<file path="src/rtl/stat_page_scan_ctrl.sv">
// stat_page_scan_ctrl
//   Steps the 3-bit statistics page code on a debounced button press or an
//   automatic timer, snapshots the selected 32-bit value once the selector has
//   settled, and scans that snapshot over an 8-digit active-low 7-segment display.
//   Optional feature macro: LEADING_ZERO_BLANK_EN blanks leading zero digits
//   (digit 0 always stays lit). Without it all eight digits are shown.
//   dbg_state exposes the FSM state: 1 = SETTLE_ST, 0 = SHOW.
module stat_page_scan_ctrl #(
  parameter int DEB_CYCLES  = 1000000,
  parameter int SCAN_CYCLES = 100000,
  parameter int AUTO_CYCLES = 200000000,
  parameter int SETTLE      = 2
) (
  input  logic        clk,
  input  logic        rst,
  input  logic        btn_next,
  input  logic        auto_en,
  input  logic [31:0] disp_value,
  output logic [2:0]  page_sel,
  output logic        page_change,
  output logic [7:0]  an,
  output logic [7:0]  seg,
  output logic        dbg_state
);

  localparam int DEB_W  = (DEB_CYCLES  > 1) ? $clog2(DEB_CYCLES)  : 1;
  localparam int SCAN_W = (SCAN_CYCLES > 1) ? $clog2(SCAN_CYCLES) : 1;
  localparam int AUTO_W = (AUTO_CYCLES > 1) ? $clog2(AUTO_CYCLES) : 1;
  localparam int SET_W  = (SETTLE      > 1) ? $clog2(SETTLE)      : 1;

  localparam logic [DEB_W-1:0]  DEB_LAST  = DEB_W'(DEB_CYCLES - 1);
  localparam logic [SCAN_W-1:0] SCAN_LAST = SCAN_W'(SCAN_CYCLES - 1);
  localparam logic [AUTO_W-1:0] AUTO_LAST = AUTO_W'(AUTO_CYCLES - 1);
  localparam logic [SET_W-1:0]  SET_LAST  = SET_W'(SETTLE - 1);

  typedef enum logic [0:0] {
    SHOW      = 1'b0,
    SETTLE_ST = 1'b1
  } state_t;

  state_t             state, state_nxt;
  logic               sync0, sync1;
  logic               deb_raw, btn_acc, btn_acc_d;
  logic [DEB_W-1:0]   deb_cnt;
  logic [AUTO_W-1:0]  auto_cnt;
  logic [SCAN_W-1:0]  scan_cnt;
  logic [2:0]         idx;
  logic [SET_W-1:0]   settle_cnt;
  logic [31:0]        snapshot;
  logic               btn_req, auto_tick, step_req, step_take, settle_done;
  logic               scan_adv, frame_wrap;
  logic [7:0]         an_nxt, seg_nxt;

  // Active-low gfedcba pattern for one hex nibble.
  function automatic logic [6:0] hex7(input logic [3:0] n);
    case (n)
      4'h0: hex7 = 7'h40;
      4'h1: hex7 = 7'h79;
      4'h2: hex7 = 7'h24;
      4'h3: hex7 = 7'h30;
      4'h4: hex7 = 7'h19;
      4'h5: hex7 = 7'h12;
      4'h6: hex7 = 7'h02;
      4'h7: hex7 = 7'h78;
      4'h8: hex7 = 7'h00;
      4'h9: hex7 = 7'h10;
      4'hA: hex7 = 7'h08;
      4'hB: hex7 = 7'h03;
      4'hC: hex7 = 7'h46;
      4'hD: hex7 = 7'h21;
      4'hE: hex7 = 7'h06;
      default: hex7 = 7'h0E;
    endcase
  endfunction

  // Synchronize the raw button, then accept a level only after it has held
  // steady for DEB_CYCLES; any change of the synchronized level restarts the count.
  always_ff @(posedge clk or posedge rst) begin
    if (rst) begin
      sync0     <= 1'b0;
      sync1     <= 1'b0;
      deb_raw   <= 1'b0;
      deb_cnt   <= '0;
      btn_acc   <= 1'b0;
      btn_acc_d <= 1'b0;
    end else begin
      sync0     <= btn_next;
      sync1     <= sync0;
      btn_acc_d <= btn_acc;
      if (sync1 != deb_raw) begin
        deb_raw <= sync1;
        deb_cnt <= '0;
      end else if (deb_cnt == DEB_LAST) begin
        btn_acc <= deb_raw;
      end else begin
        deb_cnt <= deb_cnt + DEB_W'(1);
      end
    end
  end

  // Button and timer requests merge into one request, so a coincident pair
  // still advances the page only once.
  assign btn_req   = btn_acc & ~btn_acc_d;
  assign auto_tick = auto_en && (state == SHOW) && (auto_cnt == AUTO_LAST);
  assign step_req  = btn_req | auto_tick;
  assign scan_adv  = (scan_cnt == SCAN_LAST);
  assign frame_wrap = scan_adv && (idx == 3'd7);
  assign dbg_state = (state == SETTLE_ST);

  // Next-state logic: SHOW takes a step, SETTLE_ST waits for the selector and
  // ignores any request that arrives meanwhile.
  always_comb begin
    state_nxt   = state;
    step_take   = 1'b0;
    settle_done = 1'b0;
    case (state)
      SHOW: begin
        if (step_req) begin
          step_take = 1'b1;
          state_nxt = SETTLE_ST;
        end
      end
      SETTLE_ST: begin
        if (settle_cnt == SET_LAST) begin
          settle_done = 1'b1;
          state_nxt   = SHOW;
        end
      end
      default: state_nxt = SETTLE_ST;
    endcase
  end

  // State, page code, settle/auto counters and the displayed snapshot.
  always_ff @(posedge clk or posedge rst) begin
    if (rst) begin
      state       <= SETTLE_ST;
      page_sel    <= 3'd0;
      page_change <= 1'b0;
      settle_cnt  <= '0;
      auto_cnt    <= '0;
      snapshot    <= 32'd0;
    end else begin
      state       <= state_nxt;
      page_change <= step_take;
      if (step_take) page_sel <= page_sel + 3'd1;
      if (state == SETTLE_ST && !settle_done) settle_cnt <= settle_cnt + SET_W'(1);
      else settle_cnt <= '0;
      if (!auto_en || step_take) auto_cnt <= '0;
      else if (state == SHOW) auto_cnt <= auto_cnt + AUTO_W'(1);
      // Reloading only at frame boundaries keeps every frame self-consistent.
      if (settle_done || (state == SHOW && frame_wrap)) snapshot <= disp_value;
    end
  end

  // Digit scan timer; free-runs in every state.
  always_ff @(posedge clk or posedge rst) begin
    if (rst) begin
      scan_cnt <= '0;
      idx      <= 3'd0;
    end else if (scan_adv) begin
      scan_cnt <= '0;
      idx      <= idx + 3'd1;
    end else begin
      scan_cnt <= scan_cnt + SCAN_W'(1);
    end
  end

  // Digit enable and segment pattern for the current index.
  always_comb begin
    an_nxt = ~(8'b1 << idx);
`ifdef LEADING_ZERO_BLANK_EN
    if (idx != 3'd0 && (snapshot >> {idx, 2'b00}) == 32'd0) an_nxt = 8'hFF;
`endif
    if (state == SETTLE_ST) an_nxt = 8'hFF;
    seg_nxt = {~(auto_en && idx == 3'd7), hex7(snapshot[{idx, 2'b00} +: 4])};
  end

  // Registered display drive, one cycle behind the index.
  always_ff @(posedge clk or posedge rst) begin
    if (rst) begin
      an  <= 8'hFF;
      seg <= 8'hFF;
    end else begin
      an  <= an_nxt;
      seg <= seg_nxt;
    end
  end

endmodule

</file>
<file path="config.mk">
export PLATFORM = sky130hd
export DESIGN_NAME = stat_page_scan_ctrl
export DESIGN_NICKNAME = d
export VERILOG_FILES = /design/src/rtl/stat_page_scan_ctrl.sv
export SDC_FILE = /design/constraint.sdc
export NUM_CORES = 1
export LEC_CHECK = 0
export BUFFER_PORTS_ARGS = -buffer_cell sky130_fd_sc_hd__buf_4
export CAP_MARGIN = 15
export CORE_MARGIN = 4
export CORE_UTILIZATION = 50
export CTS_CLUSTER_SIZE = 25
export DETAILED_ROUTE_END_ITERATION = 12
export GPL_TIMING_DRIVEN = 0
export PLACE_DENSITY = 0.7
export SLEW_MARGIN = 20
export SYNTH_ARGS = -nofsm -noshare
export SYNTH_HDL_FRONTEND = slang
export SYNTH_SLANG_ARGS = --single-unit
</file>
<file path="constraint.sdc">
create_clock -name clk -period 3.99 [get_ports clk]
set_input_delay 0.1995 -clock clk [delete_from_list [all_inputs] [get_ports clk]]
set_output_delay 0.1995 -clock clk [all_outputs]
set_load 0.01 [all_outputs]
</file>
Word level (Yosys, flattened, before mapping). Memory sizes are Yosys's and may differ from the RTL's. A register that Yosys moved wholly into a read port is not among the register bits. Index checks and enable logic that the tools add are counted.

Flip-flop bits (word level): 127. Memory bits (read-only): 112. Output and inout bits: 21. Logic and storage cells: 63. Memories: 1.

$add $sub $neg: 6. Eq/ne operators: 7. Shifts and indexed selects: 2. Multiplexer cells: 13. Bitwise logic cells: 7. Reductions and logical operators: 11.

Memories: (no name shown) (depth 16, bits a word 7, rd ports 1, clocked after Yosys merged registers in 1, wr ports 0, line 56) `case (n)`.

Operators by type and width (count): 28-bit two-way mux (2); 20-bit two-way mux (2); 32-bit by 6-bit indexed part select with 4-bit output (1); 28-bit by 1-bit adder with 28-bit output (second input constant) (1); 28-bit == test (second input constant) (1); 20-bit by 1-bit adder with 20-bit output (second input constant) (1); 20-bit == test (second input constant) (1); 17-bit by 1-bit adder with 17-bit output (second input constant) (1); 17-bit == test (second input constant) (1); 17-bit two-way mux (1); 8-bit two-way mux (1); 8-bit inverter (1); 1-bit by 3-bit << shifter with 8-bit output (first input constant) (1); 3-bit by 1-bit adder with 3-bit output (second input constant) (2); 1-bit logical AND (6); 1-bit two-way mux (6); 1-bit inverter (4); 3-bit == test (second input constant) (1); 1-bit zero test (2); 1-bit logical OR (2); 2-bit by 1-bit inequality test with 1-bit output (second input constant) (1); 2-bit inequality test (second input constant) (1); 1-bit case mux with 2 select lines (1); 2-bit AND reduction (1); 4 further kinds (4).

Depth between registers and ports, before layout. Gate-level depths: netlist (run 1).

Word-level depth: 8. Mapped depth: 10. Gate-level depth less buffers: 9.

Worst setup path before layout (run 1). No wires, ideal clock.

Path kind: flip-flop to flip-flop. Start: reg idx[1]. End: reg seg[6]. Library setup time: 0.085 ns. Data arrival time: 2.111 ns. Setup slack: 1.794 ns. Stages on the path, launching flop included: 9. Path buffers: 1. Clock period less this slack: 2.196 ns. Cells stage by stage: dfrtp_1 buf_2 mux4_2 mux2i_1 inv_1 ha_1 nand2b_1 a21boi_0 o21ai_0.

Longest elaborated chain between the ends: 1.

RTL lines: start, declared (line 47) `logic [2:0] idx;`; start signal, assigned (line 162) `idx <= idx + 3'd1;`; 32-bit by 6-bit indexed part select with 4-bit output (line 175) `seg_nxt = {~(auto_en && idx == 3'd7), hex7(snapshot[{idx, 2'b00} +: 4])};`; end, declared (line 22) `output logic [7:0] seg,`.

Every way passes these cells. A chain may end at the register's enable or synchronous reset.

Worst setup path in the final report (run 1). Ends and elaborated chain as after synthesis.

==> results of run 1 <==
==> critical path: stages, from the launching register on <==
cell      delay (ps)
dfrtp_1          370
buf_2            300
mux4_2           540
mux2i_1          420
inv_1            160
ha_1             260
nand2b_1         140
a21boi_0         180
o21ai_0          110
==> placed cells by master (no fill, tap or decap), drive strengths merged, types with 2 or more instances in the layout <==
cell,netlist,routed
nor3,12,12
or3,5,5
clkinv,1,5
nor2,77,77
o21ai,7,7
and4,3,3
nand4,17,17
dfstp,17,17
nand2,42,42
buf,9,66
or4b,3,3
and3,11,11
xnor2,29,29
bufinv,0,2
dfrtp,110,110
mux4,6,6
a31oi,2,2
mux2,36,36
and2,2,2
ha,16,16
inv,15,15
nand3,27,27
dlygate4sd3,0,14
xor2,30,30
nor4,7,7
mux2i,7,7
nand4b,2,2
clkbuf,6,32
nor2b,4,4
a21oi,9,9
nand2b,5,5
==> how the worst min path moves through the flow <==
stage	slack, ps	endpoint	from
final	20	snapshot[13]$_DFFE_PP0P_	disp_value[13]
after global routing	3	snapshot[24]$_DFFE_PP0P_	disp_value[24]
after CTS	0.5	snapshot[24]$_DFFE_PP0P_	disp_value[24]
after detailed placement	280	sync0$_DFF_PP0_	rst
after global placement	310	sync0$_DFF_PP0_	btn_next
after floorplan	230	sync0$_DFF_PP0_	btn_next
==> power by group <==
| part | leakage [nW] | switching [mW] | total (mW) | internal [mW] |
|---|---|---|---|---|
| sequential | 1.69 | 0.0100 | 1.31 | 1.30 |
| combinational | 1.43 | 0.0521 | 0.0968 | 0.0446 |
| clock | 0.288 | 0.527 | 1.51 | 0.981 |
| total | 3.41 | 0.589 | 2.91 | 2.32 |
==> stage by stage <==
stage	std cells	worst slack, ps	setup TNS (ps)	utilization (%)
2_1_floorplan	536	434	0	-
3_3_place_gp	735	-892	-97160	57.0
3_5_place_dp	736	1460	0	57.2
4_1_cts	782	1420	0	63.4
5_1_grt	782	1150	0	63.4
6_report	782	1420	0	63.4
==> registers in the layout, summed over array words and instances, names as in the netlist, 3 cells and up <==
| name | flops |
|---|---|
| an | 8 |
| scan_cnt | 17 |
| seg | 8 |
| idx | 3 |
| snapshot | 32 |
| deb_cnt | 20 |
| page_sel | 3 |
| auto_cnt | 28 |
==> cell type report <==
class / count / area, sq um
Multi-Input combinational cell: 378 / 2680
Inverter: 16 / 65.1
Buffer: 15 / 75.1
Clock buffer: 26 / 499
Clock inverter: 6 / 80.1
Tap cell: 143 / 179
Timing Repair Buffer: 71 / 588
Fill cell: 907 / 4250
Sequential cell: 127 / 3200
==> metal layers <==
metal / vias up / routed length [microns] / part of all wire (%)
li1: 2034 / - / -
met4: 0 / 252 / 2.1
met3: 22 / 432 / 3.6
met1: 2068 / 5660 / 47
met2: 68 / 5580 / 47
met5: - / 0 / 0
==> repair_timing <==
| item | CTS | global route |
|---|---|---|
| hold endpoints to repair | 55 | 0 |
| hold buffers | 14 | 0 |
| endpoints found under the setup margin | 0 | 0 |
| buffers inserted | 0 | 0 |
| gates resized for setup | 0 | 0 |
==> kinds of logic (layout without fill, tap and decap cells) <==
family / Yosys count / in the layout
adders and majority gates: 16 / 16
buffers and inverters: 31 / 134
DFF: 127 / 127
and+or+nand+nor: 224 / 224
muxes: 49 / 49
xor gates and xnor gates: 59 / 59
AOI/OAI and AO/OA: 30 / 30
==> impl_metrics.env, run 1 <==
export IMPL_placed_area_sq_mm=0.00665
export IMPL_crit_path_start_kind="register"
export IMPL_diodes=0
export IMPL_relSlewSlack_pct=51.6
export IMPL_wire_per_inst_microns=15.2
export IMPL_endpoint="seg[6]$_DFF_PP1_"
export IMPL_setup_violations=0
export IMPL_synth_cells=536
export IMPL_drc=0
export IMPL_portBuffers=56
export IMPL_num_rows=39
export IMPL_synth_area_top_cells="dfrtp_1 46%, dfstp_2 7.4%, mux2_2 5.6%"
export IMPL_yosysMostFrequentCell="dfrtp_1"
export IMPL_grt_max_degree=75
export IMPL_clock_latency_ps=410
export IMPL_total_power_mw=2.91
export IMPL_status="completed"
export IMPL_yosys_area_top_type="dfrtp_1"
export IMPL_period_minus_slack_ps=2570
export IMPL_worst_slew_pin_slew_ps=726
export IMPL_routed_via_density=5.36
export IMPL_stdcell_area_sq_mm=0.00737
export IMPL_synthSimpleGateAreaFrac_pct=19.1
export IMPL_synth_common_cells="110 x dfrtp_1, 76 x nor2_1, 42 x nand2_1, 30 x mux2_2, 30 x xor2_1"
export IMPL_start_util_pct=51.8
export IMPL_path_class="reg -> reg"
export IMPL_cts_tree="done"
export IMPL_cts_sinks=127
export IMPL_yosys_warnings=0
export IMPL_path_clk_slew_ps=50
export IMPL_vias=4192
export IMPL_grt_use_met2_pct=29.3
export IMPL_synth_mux_area_fraction_pct=10.1
export IMPL_synth_seq_cells=127
export IMPL_cts_root_buf="clkbuf_16"
export IMPL_synth_adder_area_share_pct=3.33
export IMPL_antenna_left=0
export IMPL_r2r_start="idx[1]$_DFFE_PP0N_"
export IMPL_fmax_ghz=0.389
export IMPL_synth_edff_count=0
export IMPL_synth_top_family_by_area="simple AND/OR/NAND/NOR gates"
export IMPL_cts_buffers=17
export IMPL_grt_busiest_layer="met2"
export IMPL_seq_area_frac_synth_pct=53.2
export IMPL_gr_usage_met1_pct=25.3
export IMPL_hold_slack_ps=17.2
export IMPL_grt_ovfl_total=0
export IMPL_ir_worst_vdd_v=0.000258
export IMPL_grt_pass1_vias=4426
export IMPL_rrSetupSlack_ps=1420
export IMPL_post_route_period_util_pct=64.4
export IMPL_reg2reg_depth=8
export IMPL_required_ps=4320
export IMPL_grt_util_all_layers_pct=18.9
export IMPL_nNetsFinal=678
export IMPL_power_leakage_nw=3.41
export IMPL_cp_arrival_ps=2890
export IMPL_r2r_end="seg[6]$_DFF_PP1_"
export IMPL_drt_initial_drc_count=230
export IMPL_async_flop_share_pct=100
export IMPL_yosysTopAreaCellShare_pct=45.8
export IMPL_die_area_sq_mm=0.0139
export IMPL_syn_num_nets=588
export IMPL_antenna_found_initial=0
export IMPL_synth_main_ff_cell="dfrtp_1"
export IMPL_startpoint="idx[1]$_DFFE_PP0N_"
export IMPL_yosysUniqueCellTypes=56
export IMPL_area_growth_pct=22.5
export IMPL_cts_htree_levels=4
export IMPL_hold_violations=0
export IMPL_core_sq_mm=0.0116
export IMPL_synth_avg_cell_area_sq_um=11.2
export IMPL_met3_usage_pct=5.19
export IMPL_crit_fanout=10
export IMPL_place_gp_congestion=0.872
export IMPL_syn_area_sq_mm=0.00602
export IMPL_end_kind="register"
export IMPL_io_pins=57
export IMPL_worstHoldPathCells=2
export IMPL_ctsLongestPathBuffers=2
export IMPL_die_h_microns=118
export IMPL_power_density_mw_per_mm2=396
export IMPL_synth_xor_area_share_pct=8.59
export IMPL_place_hpwl_mm=8.08
export IMPL_grt_pass1_wl_mm=21.1
export IMPL_drtPass1Iterations=4
export IMPL_final_layout_size_suffix_gt1_share_pct=24.6
export IMPL_synth_compound_area_share_pct=3.41
export IMPL_drt_wl_total_mm=11.9
export IMPL_slew_viol_final=0
export IMPL_skew_ps=5.57
export IMPL_cap_violations=0
export IMPL_rsz0062_at_grt="no"
export IMPL_die_x_microns=118
export IMPL_hold_path_class="in -> reg"
Power figures use the tool's default switching activity.
==> inputs of run 2 (changes only) <==
- PLACE_DENSITY: 0.7 -> 0.73
- clock period: 3.99 -> 2.3 ns (I/O delays scaled with it)
==> impl_metrics.env, run 2 (synthesized netlist as in run 1, its figures left out) <==
export IMPL_cts_sinks=127
export IMPL_worst_slew_pin_slew_ps=641
export IMPL_place_hpwl_mm=8.61
export IMPL_vias=4374
export IMPL_num_rows=39
export IMPL_antenna_found_initial=0
export IMPL_diodes=0
export IMPL_clock_latency_ps=420
export IMPL_period_minus_slack_ps=2250
export IMPL_place_gp_congestion=0.835
export IMPL_largestRegisters="snapshot: 32 flops, auto_cnt: 28 flops, deb_cnt: 20 flops"
export IMPL_die_x_microns=118
export IMPL_layout_commonest_cell="dfrtp_1"
export IMPL_grt_pass1_wl_mm=21.9
export IMPL_cts_htree_levels=4
export IMPL_hold_slack_ps=344
export IMPL_hold_path_class="reg -> reg"
export IMPL_end_kind="register"
export IMPL_core_sq_mm=0.0116
export IMPL_crit_fanout=5
export IMPL_drtPass1Iterations=4
export IMPL_crit_path_start_kind="register"
export IMPL_grt_util_all_layers_pct=19.6
export IMPL_highest_layer="met4"
export IMPL_grt_pass1_vias=4508
export IMPL_drt_initial_drc_count=352
export IMPL_drc=0
export IMPL_nFillCells=835
export IMPL_fmax_ghz=0.445
export IMPL_cap_violations=0
export IMPL_power_frac_comb_pct=4.2
export IMPL_sw_frac_of_total_pct=21.2
export IMPL_met2_length_mm=6.39
export IMPL_cts_buffers=17
export IMPL_dpl_cell_count=738
export IMPL_die_area_sq_mm=0.0139
export IMPL_slew_viol_final=0
export IMPL_status="completed"
export IMPL_portBuffers=56
export IMPL_antenna_left=0
export IMPL_slowest_delay_ps=530
export IMPL_met1Wirelength_mm=5.86
export IMPL_post_route_period_util_pct=97.8
export IMPL_finish_utilization_pct=67.0
export IMPL_relSlewSlack_pct=57.2
export IMPL_required_ps=2630
export IMPL_slowest_stage="mux4_2"
export IMPL_skew_ps=9.71
export IMPL_power_density_mw_per_mm2=639
export IMPL_area_growth_pct=29.3
export IMPL_routed_via_density=5.35
export IMPL_ir_worst_vdd_v=0.000615
export IMPL_cp_arrival_ps=2580
export IMPL_start_util_pct=51.8
export IMPL_hold_violations=0
export IMPL_grt_max_degree=36
export IMPL_io_pins=57
export IMPL_grt_ovfl_total=0
export IMPL_largest_reg_flops=32
export IMPL_setup_violations=0
export IMPL_layout_common_cells="108 x dfrtp_1, 76 x nor2_1, 71 x buf_4"
export IMPL_cts_tree="done"
export IMPL_wl_met3_microns=502
export IMPL_regMostFlops="snapshot"
export IMPL_multi_input_area_sq_mm=0.00274
export IMPL_path_clk_slew_ps=50
export IMPL_wire_per_inst_microns=15.9
export IMPL_die_h_microns=118
export IMPL_drt_wl_total_mm=13.0
export IMPL_pwr_share_seq_pct=45.7
export IMPL_layout_area_seq_sq_mm=0.00320
export IMPL_ctsLongestPathBuffers=2
export IMPL_p_int_mw=3.92
export IMPL_instances_no_fill=818
export IMPL_tns_ps=0
export IMPL_switchingPower_mw=1.05
export IMPL_path_class="reg -> reg"
export IMPL_cts_root_buf="clkbuf_16"
export IMPL_path_cells="buf_8 > mux4_2 > mux2i_4 > buf_4 > inv_2 > ha_1 > nand2b_1 > a21boi_1 > o21ai_1"
export IMPL_power_leakage_nw=3.55
export IMPL_nNetsFinal=714
export IMPL_clockPowerShare_pct=50.1
export IMPL_final_layout_size_suffix_gt1_share_pct=27.0
==> run 2: layout make-up <==
type,instances,area share (%)
Clock inverter,8,0.837
Multi-Input combinational cell,378,35.2
Sequential cell,127,41.2
Tap cell,143,2.30
Clock buffer,24,6.19
Buffer,15,1.27
Inverter,16,0.820
Timing Repair Buffer,107,12.2
==> run 2: power groups by stage <==
| stage | logic, mW | clock network (mW) | registers (mW) |
|---|---|---|---|
| 5_1_grt | 0.238 | 2.63 | 2.27 |
| 4_1_cts | 0.211 | 2.51 | 2.27 |
| 3_5_place_dp | 0.162 | 0 | 2.31 |
| 3_3_place_gp | 0.143 | 0 | 2.31 |
| 6_report | 0.211 | 2.49 | 2.27 |
| 2_1_floorplan | 0.0755 | 0 | 2.30 |
==> run 2: final timing paths <==
check | start | endpoint | slack, ps | cells past startpoint
worst min register to register | sync0$_DFF_PP0_ | sync1$_DFF_PP0_ | 340 | 0
worst max register to register | idx[1]$_DFFE_PP0N_ | seg[6]$_DFF_PP1_ | 50 | 9
min in group asynchronous | rst | auto_cnt[15]$_DFFE_PP0P_ | 350 | 3
worst min-delay path | sync0$_DFF_PP0_ | sync1$_DFF_PP0_ | 340 | 0
worst max-delay path | idx[1]$_DFFE_PP0N_ | seg[6]$_DFF_PP1_ | 50 | 9
max in group asynchronous | rst | seg[4]$_DFF_PP1_ | 1050 | 5
==> run 2: worst max-delay path: cells and delay by family, from the launching register on <==
family / cells / cell delay [ps]
DFF: 1 / 430
AOI/OAI and AO/OA: 2 / 320
muxes: 2 / 720
and+or+nand+nor: 1 / 130
adders and majority gates: 1 / 210
buffers and inverters: 3 / 340
==> run 2: per-stage QoR <==
stage | worst slack, ps | instance area [sq um] | power, mW
floorplan | 104 | 6020 | 2.38
global placement | -205 | 6620 | 2.45
detailed placement | -338 | 6680 | 2.47
CTS | 25.4 | 7640 | 4.99
global route | -52.8 | 7780 | 5.14
finish | 51.1 | 7780 | 4.97
==> run 2: what timing repair did <==
action | CTS | global route
endpoints found under the hold margin | 57 | 0
setup endpoints to repair | 59 | 24
buffers inserted | 4 | 8
gates resized for setup | 8 | 14
pin swaps | 2 | 4
hold buffers | 35 | 0
cloned | 0 | 1
==> run 2: per-layer routing <==
layer  up-vias  track usage (%)
met1      2170             25.5
met5         -                0
met2        89             31.2
met4         0             6.67
met3        17             6.20
li1       2098                -
==> inputs of run 3 (changes only) <==
- CORE_UTILIZATION: 50 -> 53
- PLACE_DENSITY: 0.73 -> 0.76
==> impl_metrics.env, run 3 (synthesized netlist as in run 1, its figures left out) <==
export IMPL_ctsLongestPathBuffers=2
export IMPL_grt_pass1_vias=4556
export IMPL_crit_fanout=10
export IMPL_cts_buffers=17
export IMPL_drtPass1Iterations=4
export IMPL_relSlewSlack_pct=61.6
export IMPL_ir_worst_vdd_v=0.000567
export IMPL_dpl_cell_count=736
export IMPL_io_pins=57
export IMPL_num_rows=38
export IMPL_slew_viol_final=0
export IMPL_grt_max_degree=36
export IMPL_clock_latency_ps=410
export IMPL_die_h_microns=115
export IMPL_grt_util_all_layers_pct=21.3
export IMPL_skew_ps=7.71
export IMPL_nFillCells=724
export IMPL_power_leakage_nw=3.56
export IMPL_diodes=0
export IMPL_hold_slack_ps=302
export IMPL_period_minus_slack_ps=2220
export IMPL_cp_arrival_ps=2540
export IMPL_hold_path_class="in -> async"
export IMPL_die_x_microns=115
export IMPL_status="completed"
export IMPL_layout_commonest_cell="dfrtp_1"
export IMPL_grt_pass1_wl_mm=21.8
export IMPL_hold_violations=0
export IMPL_antenna_left=0
export IMPL_cts_tree="done"
export IMPL_crit_family="multiplexers"
export IMPL_largestRegisters="snapshot: 32 flops, auto_cnt: 28 flops, deb_cnt: 20 flops"
export IMPL_worst_slew_pin_slew_ps=571
export IMPL_required_ps=2620
export IMPL_path_cells="buf_8 > mux4_2 > mux2i_4 > buf_4 > ha_1 > inv_1 > mux2i_1 > nor2_1 > a31oi_1"
export IMPL_setup_violations=0
export IMPL_cts_htree_levels=4
export IMPL_core_sq_mm=0.0110
export IMPL_power_density_mw_per_mm2=651
export IMPL_place_gp_congestion=0.819
export IMPL_start_util_pct=54.8
export IMPL_largest_reg_flops=32
export IMPL_end_kind="register"
export IMPL_portBuffers=56
export IMPL_slowest_stage="mux4_2"
export IMPL_drt_wl_total_mm=12.8
export IMPL_path_buf_inv=3
export IMPL_path_clk_slew_ps=50
export IMPL_regMostFlops="snapshot"
export IMPL_slowest_delay_ps=540
export IMPL_final_layout_size_suffix_gt1_share_pct=26.2
export IMPL_die_area_sq_mm=0.0131
export IMPL_layout_common_cells="109 x dfrtp_1, 76 x nor2_1, 69 x buf_4"
export IMPL_cts_root_buf="clkbuf_16"
export IMPL_routed_via_density=5.43
export IMPL_grt_ovfl_total=0
export IMPL_vias=4413
export IMPL_drc=0
export IMPL_post_route_period_util_pct=96.5
export IMPL_area_growth_pct=28.7
export IMPL_instances_no_fill=813
export IMPL_fmax_ghz=0.450
export IMPL_antenna_found_initial=0
export IMPL_nNetsFinal=712
export IMPL_path_class="reg -> reg"
export IMPL_crit_path_start_kind="register"
export IMPL_worst_slack_ps=79.6
export IMPL_drt_initial_drc_count=207
export IMPL_wire_per_inst_microns=15.7
export IMPL_pre_cts_slack_ps=-311
export IMPL_place_hpwl_mm=8.46
export IMPL_cts_sinks=127
export IMPL_total_power_mw=5.04
export IMPL_cap_violations=0
run 3: cell types whose count changed in the layout (fill, tap and decap cells not counted), sizes merged:
cell / before / now
clkinv: 8 / 5
buf: 77 / 79
clkbuf: 34 / 33
run 3: worst register-to-register path, stage by stage, from the launching register on:
cell,delay (ps)
dfrtp_1,400
buf_8,170
mux4_2,540
mux2i_4,220
buf_4,160
ha_1,170
inv_1,70
mux2i_1,150
nor2_1,50
a31oi_1,190
run 3: path summary, 6_finish.rpt:
path / slack (ps) / start / to / cells after the start
setup / recovery: 80 / idx[1]$_DFFE_PP0N_ / seg[3]$_DFF_PP1_ / 9
hold / removal: 300 / rst / scan_cnt[6]$_DFF_PP0_ / 4
max in group asynchronous: 1260 / rst / seg[3]$_DFF_PP1_ / 6
setup reg to reg: 80 / idx[1]$_DFFE_PP0N_ / seg[3]$_DFF_PP1_ / 9
min in group clk: 350 / btn_next / sync0$_DFF_PP0_ / 2
hold reg to reg: 370 / sync0$_DFF_PP0_ / sync1$_DFF_PP0_ / 0
run 3: power by group:
group	switching, mW	total, mW	leakage [nW]	internal [mW]
clock network	0.903	2.56	0.287	1.65
registers	0.0182	2.27	1.69	2.25
logic	0.103	0.214	1.58	0.111
total	1.02	5.04	3.56	4.02
run 3: area by class of cell:
class	count	area [sq um]	area share, %
multi-input combinational	378	2710	35.0
sequential	127	3200	41.3
tap	140	175	2.26
clock inverter	5	53.8	0.695
buffer	15	91.3	1.18
inverter	16	63.8	0.824
clock buffer	27	523	6.76
timing repair buffer	105	926	12.0
run 3: timing repair:
item / CTS / global route
setup buffers: 2 / 8
pin swaps: 2 / 2
cloned: 0 / 0
setup endpoints to repair: 47 / 26
endpoints found under the hold margin: 109 / 0
hold buffers: 35 / 0
gates resized for setup: 6 / 5
run 3: per-stage QoR:
| stage | util (%) | setup TNS (ps) | instance area (sq um) |
|---|---|---|---|
| after detailed placement | 61.0 | -4390 | 6700 |
| after CTS | 69.7 | 0 | 7660 |
| after global routing | 70.5 | -86.2 | 7740 |
| after floorplan | - | 0 | 6020 |
| after global placement | 60.2 | -12760 | 6620 |
| final | 70.5 | 0 | 7740 |
run 3: metal layers:
metal | GRT usage, % | share of wire [%] | vias to the layer above
met5 | 0 | 0 | -
li1 | - | - | 2107
met3 | 5.97 | 4.1 | 25
met1 | 26.9 | 44 | 2171
met4 | 8.47 | 1.8 | 0
met2 | 34.7 | 50 | 110
